--- config.mk ---
export PLATFORM = sky130hd
export DESIGN_NAME = cache_way_array
export DESIGN_NICKNAME = d
export VERILOG_FILES = /design/src/rtl/lc3b_types.sv /design/src/rtl/cache_flush_fsm.sv /design/src/rtl/cache_way_array.sv
export SDC_FILE = /design/constraint.sdc
export NUM_CORES = 1
export LEC_CHECK = 0
export CORE_MARGIN = 3
export CORE_UTILIZATION = 40
export DETAILED_ROUTE_END_ITERATION = 6
export HOLD_SLACK_MARGIN = 0.08
export MAX_ROUTING_LAYER = met4
export PLACE_DENSITY = 0.61
export SYNTH_ARGS = -nofsm -noshare
export SYNTH_HDL_FRONTEND = slang
export SYNTH_SLANG_ARGS = --single-unit
--- constraint.sdc ---
create_clock -name clk -period 4.8 [get_ports clk]
set_input_delay 0.72 -clock clk [delete_from_list [all_inputs] [get_ports clk]]
set_output_delay 0.72 -clock clk [all_outputs]
set_load 0.01 [all_outputs]
--- src/rtl/lc3b_types.sv ---
`default_nettype none
// ============================================================================
// Module      : lc3b_types (package)
// Description : Shared types for the LC-3b cache: write-mode encoding,
//               flush sequencer states and default way-array geometry.
// Revision    : 1.0 - initial release
// ============================================================================
package lc3b_types;

  // Default geometry of one cache way.
  localparam int DEF_NUM_SETS = 8;
  localparam int DEF_TAG_W    = 9;
  localparam int DEF_LINE_W   = 128;

  // Tag and physical-memory line types for the default configuration.
  typedef logic [DEF_TAG_W-1:0]  lc3b_cache_tag;
  typedef logic [DEF_LINE_W-1:0] lc3b_pmem_line;

  // Write modes applied to the addressed line on set_load.
  typedef enum logic [1:0] {
    FILL  = 2'd0,
    STORE = 2'd1,
    CLEAN = 2'd2,
    INVAL = 2'd3
  } lc3b_cache_wtype;

  // Flush sequencer states.
  typedef enum logic [1:0] {
    FL_IDLE = 2'd0,
    FL_SCAN = 2'd1,
    FL_WB   = 2'd2,
    FL_DONE = 2'd3
  } flush_state_t;

  // True for the write modes that replace tag and data contents.
  function automatic logic writes_line(input lc3b_cache_wtype wt);
    return (wt == FILL) || (wt == STORE);
  endfunction

endpackage : lc3b_types
`default_nettype wire

--- src/rtl/cache_flush_fsm.sv ---
`default_nettype none
// ============================================================================
// Module      : cache_flush_fsm
// Description : Flush sequencer for one cache way. Walks every line from 0 to
//               NUM_SETS-1, offers valid+dirty lines on the write-back port
//               and reports when a handshake should clear the dirty bit.
// Revision    : 1.0 - initial release
// ============================================================================
module cache_flush_fsm
  import lc3b_types::*;
#(
  parameter int NUM_SETS = DEF_NUM_SETS,
  parameter int IDX_W    = $clog2(NUM_SETS)
) (
  input  logic             clk,
  input  logic             rst,
  input  logic             flush_req,
  input  logic             line_dirty,  // valid & dirty of line at ptr
  input  logic             wb_ready,
  output logic             idle,        // storage may accept writes
  output logic             flush_busy,
  output logic             flush_done,
  output logic             wb_valid,
  output logic             wb_accept,   // handshake this edge: clear dirty[ptr]
  output logic [IDX_W-1:0] ptr
);

  localparam logic [IDX_W-1:0] LAST_IDX = IDX_W'(NUM_SETS - 1);

  flush_state_t     state;
  flush_state_t     state_next;
  logic [IDX_W-1:0] ptr_next;

  // State and line pointer registers; reset aborts any flush in progress.
  always_ff @(posedge clk) begin
    if (rst) begin
      state <= FL_IDLE;
      ptr   <= '0;
    end else begin
      state <= state_next;
      ptr   <= ptr_next;
    end
  end

  // Next-state, pointer advance and Moore-style status outputs.
  always_comb begin
    state_next = state;
    ptr_next   = ptr;
    idle       = 1'b0;
    flush_busy = 1'b1;
    flush_done = 1'b0;
    wb_valid   = 1'b0;
    wb_accept  = 1'b0;
    case (state)
      FL_IDLE: begin
        idle       = 1'b1;
        flush_busy = 1'b0;
        if (flush_req) begin
          state_next = FL_SCAN;
          ptr_next   = '0;
        end
      end
      FL_SCAN: begin
        if (line_dirty) begin
          state_next = FL_WB;
        end else if (ptr == LAST_IDX) begin
          state_next = FL_DONE;
        end else begin
          ptr_next = ptr + 1'b1;
        end
      end
      FL_WB: begin
        wb_valid = 1'b1;
        if (wb_ready) begin
          wb_accept = 1'b1;
          // The pointer never wraps: the last line ends the walk.
          if (ptr == LAST_IDX) begin
            state_next = FL_DONE;
          end else begin
            ptr_next   = ptr + 1'b1;
            state_next = FL_SCAN;
          end
        end
      end
      FL_DONE: begin
        flush_done = 1'b1;
        state_next = FL_IDLE;
      end
      default: begin
        state_next = FL_IDLE;
      end
    endcase
  end

endmodule : cache_flush_fsm
`default_nettype wire

--- src/rtl/cache_way_array.sv ---
`default_nettype none
// ============================================================================
// Module      : cache_way_array
// Description : One cache way: per-line valid/dirty/tag/data storage with
//               combinational read, FILL/STORE/CLEAN/INVAL writes (byte-masked
//               STORE merge) and a flush sequencer with valid/ready write-back.
//               Optional macro CACHE_WAY_PARITY_EN adds per-line even parity
//               over {tag,data} and a par_err output.
// Revision    : 1.0 - initial release
// ============================================================================
module cache_way_array
  import lc3b_types::*;
#(
  parameter int NUM_SETS = DEF_NUM_SETS,
  parameter int TAG_W    = DEF_TAG_W,
  parameter int LINE_W   = DEF_LINE_W,
  localparam int IDX_W   = $clog2(NUM_SETS),
  localparam int MASK_W  = LINE_W / 8
) (
  input  logic              clk,
  input  logic              rst,
  input  logic [IDX_W-1:0]  index,
  output logic              out_valid,
  output logic              out_dirty,
  output logic [TAG_W-1:0]  out_tag,
  output logic [LINE_W-1:0] out_data,
  input  logic              set_load,
  input  logic [1:0]        write_type,
  input  logic [TAG_W-1:0]  in_tag,
  input  logic [LINE_W-1:0] in_data,
  input  logic [MASK_W-1:0] in_mask,
  input  logic              flush_req,
  output logic              flush_busy,
  output logic              flush_done,
  output logic              wb_valid,
  input  logic              wb_ready,
  output logic [IDX_W-1:0]  wb_index,
  output logic [TAG_W-1:0]  wb_tag,
  output logic [LINE_W-1:0] wb_data
`ifdef CACHE_WAY_PARITY_EN
  ,
  output logic              par_err
`endif
);

  // Line state; valid/dirty are reset, tag/data/parity are not.
  logic [NUM_SETS-1:0] valid_q;
  logic [NUM_SETS-1:0] dirty_q;
  logic [TAG_W-1:0]    tag_mem  [NUM_SETS];
  logic [LINE_W-1:0]   data_mem [NUM_SETS];

  lc3b_cache_wtype     wtype;
  logic                idle;
  logic                write_en;
  logic                wb_accept;
  logic                line_dirty;
  logic [IDX_W-1:0]    ptr;
  logic [LINE_W-1:0]   merged_data;
  logic [LINE_W-1:0]   store_data;

  assign wtype    = lc3b_cache_wtype'(write_type);
  // Writes are only honoured while the sequencer is idle, so the write-back
  // outputs stay stable for the whole of a flush.
  assign write_en = set_load & idle;

  // Byte-masked merge of the incoming store over the currently stored line.
  for (genvar b = 0; b < MASK_W; b++) begin : g_byte_merge
    assign merged_data[8*b +: 8] = in_mask[b] ? in_data[8*b +: 8]
                                              : data_mem[index][8*b +: 8];
  end

  // FILL replaces the whole line; STORE uses the merged bytes.
  assign store_data = (wtype == STORE) ? merged_data : in_data;

  // Tag/data arrays are written only by FILL and STORE.
  always_ff @(posedge clk) begin
    if (write_en && writes_line(wtype)) begin
      tag_mem[index]  <= in_tag;
      data_mem[index] <= store_data;
    end
  end

  // Valid/dirty updates from writes and from write-back handshakes; a
  // handshake coinciding with reset is dropped by the reset priority.
  always_ff @(posedge clk) begin
    if (rst) begin
      valid_q <= '0;
      dirty_q <= '0;
    end else begin
      if (write_en) begin
        case (wtype)
          FILL: begin
            valid_q[index] <= 1'b1;
            dirty_q[index] <= 1'b0;
          end
          STORE: begin
            valid_q[index] <= 1'b1;
            dirty_q[index] <= 1'b1;
          end
          CLEAN: begin
            dirty_q[index] <= 1'b0;
          end
          INVAL: begin
            valid_q[index] <= 1'b0;
            dirty_q[index] <= 1'b0;
          end
          default: begin
          end
        endcase
      end
      if (wb_accept) begin
        dirty_q[ptr] <= 1'b0;
      end
    end
  end

  // Combinational lookup port.
  assign out_valid = valid_q[index];
  assign out_dirty = dirty_q[index];
  assign out_tag   = tag_mem[index];
  assign out_data  = data_mem[index];

  // Write-back port always reflects the line under the flush pointer.
  assign line_dirty = valid_q[ptr] & dirty_q[ptr];
  assign wb_index   = ptr;
  assign wb_tag     = tag_mem[ptr];
  assign wb_data    = data_mem[ptr];

  cache_flush_fsm #(
    .NUM_SETS (NUM_SETS),
    .IDX_W    (IDX_W)
  ) u_flush_fsm (
    .clk        (clk),
    .rst        (rst),
    .flush_req  (flush_req),
    .line_dirty (line_dirty),
    .wb_ready   (wb_ready),
    .idle       (idle),
    .flush_busy (flush_busy),
    .flush_done (flush_done),
    .wb_valid   (wb_valid),
    .wb_accept  (wb_accept),
    .ptr        (ptr)
  );

`ifdef CACHE_WAY_PARITY_EN
  logic [NUM_SETS-1:0] par_mem;

  // Even parity over {tag,data} as written, including merged store bytes.
  always_ff @(posedge clk) begin
    if (write_en && writes_line(wtype)) begin
      par_mem[index] <= ^{in_tag, store_data};
    end
  end

  // Lookup-port check, plus a check of the line being offered for write-back.
  assign par_err = (out_valid & (par_mem[index] != ^{out_tag, out_data}))
                 | (wb_valid  & (par_mem[ptr]   != ^{wb_tag,  wb_data}));
`endif

endmodule : cache_way_array
`default_nettype wire

==> out/results.ini <==
[power_and_ir_drop]
p_per_area_nw_per_um2=400
peakVddDrop_mv=0.291
p_leak_nw=19.6

[sta]
rsz0062_at_grt=false
worstMarginPinSlew_ns=1.08
setup-violations-final=0
hold_slack_ns=0.511
finalClockSkew_ns=0.0211
fin_crit_sh_pct=85.8
period_needed_ns=4.12
setup-tns-final_ns=0
hold_viol=0
relSlewSlack_pct=27.9
maxSlewViolCount=0
fmax_mhz=243

[clock_tree]
numClockSinks=1120
ctsRootBufferMaster=clkbuf_16
cts_tree=yes
cts_made_buffers=115
htreeDepth=3
path_clk_slew_ns=0.06
post_cts_resize_count=0
cts_setup_buffers=0
clk_latency_ns=0.71
hold_buffers=0
cts_buffer_depth=3

[final_layout]
final_cell_mix=1096 x edfxtp_1, 441 x clkdlybuf4s50_1, 357 x mux2_2
syn2layout_area_growth_pct=21.8
final_nets=3545
fin_area_um2=63200
layout_commonest_cell=edfxtp_1
layout-drive-gt1-share_pct=30.9
filler_cell_count=10700

[floorplan]
rows=131
die_x_um=366
start_util_pct=40.5
ioPinCount=445
die-area_um2=134000
die_h_um=366
core-area_um2=128000

[synthesis]
synth_flop_cell=edfxtp_1
synth_cells=2879
synth_edf_count=1096
synth_area_um2=51900
syn_area_per_cell_um2=18.0
ys_seq_area_share_pct=64.3
ys_ff_latch=1120
yosys.area_share.simple_pct=2.19
synth_compound_area_share_pct=7.91
ys_warn_count=0
synth_nets=3048
yosys.area_share.xor_xnor_pct=0
synthAdderAreaFrac_pct=0.145
synth_cell_types=64
synth_async_sr_flop_share_pct=0
synth_top_family_by_area=multiplexers
synthMuxAreaShare_pct=23.0

[worst_setup_path]
setup.worst_path.end_class=output port
critPathArrivalTime_ns=3.40
required_ns=4.08
worstSetupStartpointType=flip-flop
crit_family=buffers and inverters
cpMaxStageDelayCell=dfxtp_4
crit_fanout=25
reg2reg_slack_ns=1.43
path_depth=5
cp_num_buf_inv=3
path_cells=buf_12, buf_4, mux4_2, mux2_2, clkdlybuf4s50_1
crit_type=reg -> out
ff2ff_path_depth=7
slowest_delay_ns=0.66

[routing]
num_vias=32200
drt_wl_total_mm=169
drc=0
dr.pass1.iters=5
viasPerCell=6.19
drt-initial-drc-count=3885
ant_nets=0
wire_per_inst_um=32.4

[grt]
grt_max_degree=61
antenna_found_initial=9
overflow=0
grt_pass1_vias=32700
grt_usage_pct=25.3
grt_first_pass_wirelength_mm=241

[outcome]
outcome=finished clean

[place]
port_buffers=444
place_area_um2=59400
hpwl_mm=108
routabilityCongestion=0.818

[hold_path]
min_path_cells=2
hp-class=reg -> reg

[job]
cap_violations=0

==> state kept, by name, summed over array words and instances (netlist names), named ones only <==
name               count
data_mem            1024
tag_mem               72
dirty_q                8
u_flush_fsm.ptr        3
u_flush_fsm.state      2
==> layer usage <==
layer  global-route usage (%)  wire length [um]
met1                     34.0             68300
met2                     39.8             81000
met3                     4.60             15100
met4                     7.03              4460
met5                        -                 0
==> cell type report <==
type	instances	area (um^2)	share of cell area (%)
clock inverters	74	678	1.07
flip-flops and latches	1120	33400	52.9
inverters	16	96.3	0.152
diodes	4	10.0	0.0158
multi-input cells	1519	17300	27.4
clock buffers	141	3070	4.86
repair buffers	604	6420	10.2
well taps	1729	2160	3.42
==> path summary, 6_finish.rpt <==
| path | start | to |
|---|---|---|
| hold reg to reg | flip-flop | flip-flop |
| setup / recovery | flip-flop | wb_data[67] |
| setup reg to reg | u_flush_fsm.state[1]$_SDFFE_PP0P_ | data_mem[2][5]$_DFFE_PP_ |
| hold / removal | flip-flop | flip-flop |
==> worst register-to-register path: cells and delay by family (launching register included) <==
| family | cells | cell delay, ns |
|---|---|---|
| fa+ha+maj | 1 | 0.40 |
| buf+inv | 3 | 1.20 |
| flops | 1 | 0.34 |
| simple gates | 3 | 1.06 |
==> where the power goes <==
group | switching [mW] | internal, mW | total (mW)
Clock | 3.76 | 5.12 | 8.87
Combinational | 2.55 | 2.65 | 5.20
Sequential | 0.166 | 11.1 | 11.2
Total | 6.47 | 18.8 | 25.3
==> cell usage after synthesis (24+ instances only) <==
| cell | n | area, um^2 |
|---|---|---|
| o21ai_1 | 36 | 180 |
| a22oi_1 | 127 | 953 |
| edfxtp_1 | 1096 | 32900 |
| a21oi_1 | 29 | 145 |
| dfxtp_1 | 24 | 480 |
| o21ai_0 | 41 | 205 |
| mux4_2 | 318 | 7160 |
| nor2_1 | 80 | 300 |
| mux2i_1 | 75 | 751 |
| nand2_1 | 85 | 319 |
| a22o_1 | 38 | 333 |
| a221oi_1 | 109 | 955 |
| buf_2 | 90 | 450 |
| clkbuf_1 | 79 | 297 |
| a221o_1 | 30 | 300 |
| mux2_2 | 357 | 4020 |
==> through the flow <==
step | power, mW | utilization (%) | worst slack (ns) | cells
2_1_floorplan | 14.5 | - | 0.0220 | 2879
3_3_place_gp | 16.7 | 46.4 | 0.822 | 4988
3_5_place_dp | 16.7 | 46.4 | 0.832 | 4988
4_1_cts | 25.5 | 49.3 | 0.598 | 5203
5_1_grt | 26.2 | 49.3 | 0.526 | 5207
6_report | 25.3 | 49.3 | 0.683 | 5207
==> cell families (layout without fill, tap and decap cells) <==
kind of cell / after synthesis / after routing
AOI/OAI and AO/OA: 514 / 514
adders and majority gates: 6 / 6
buffers and inverters: 240 / 835
DFF: 1120 / 1120
muxes: 751 / 751
other: 0 / 4
and+or+nand+nor: 248 / 248
No activity file was read; power rests on OpenSTA's default activity.
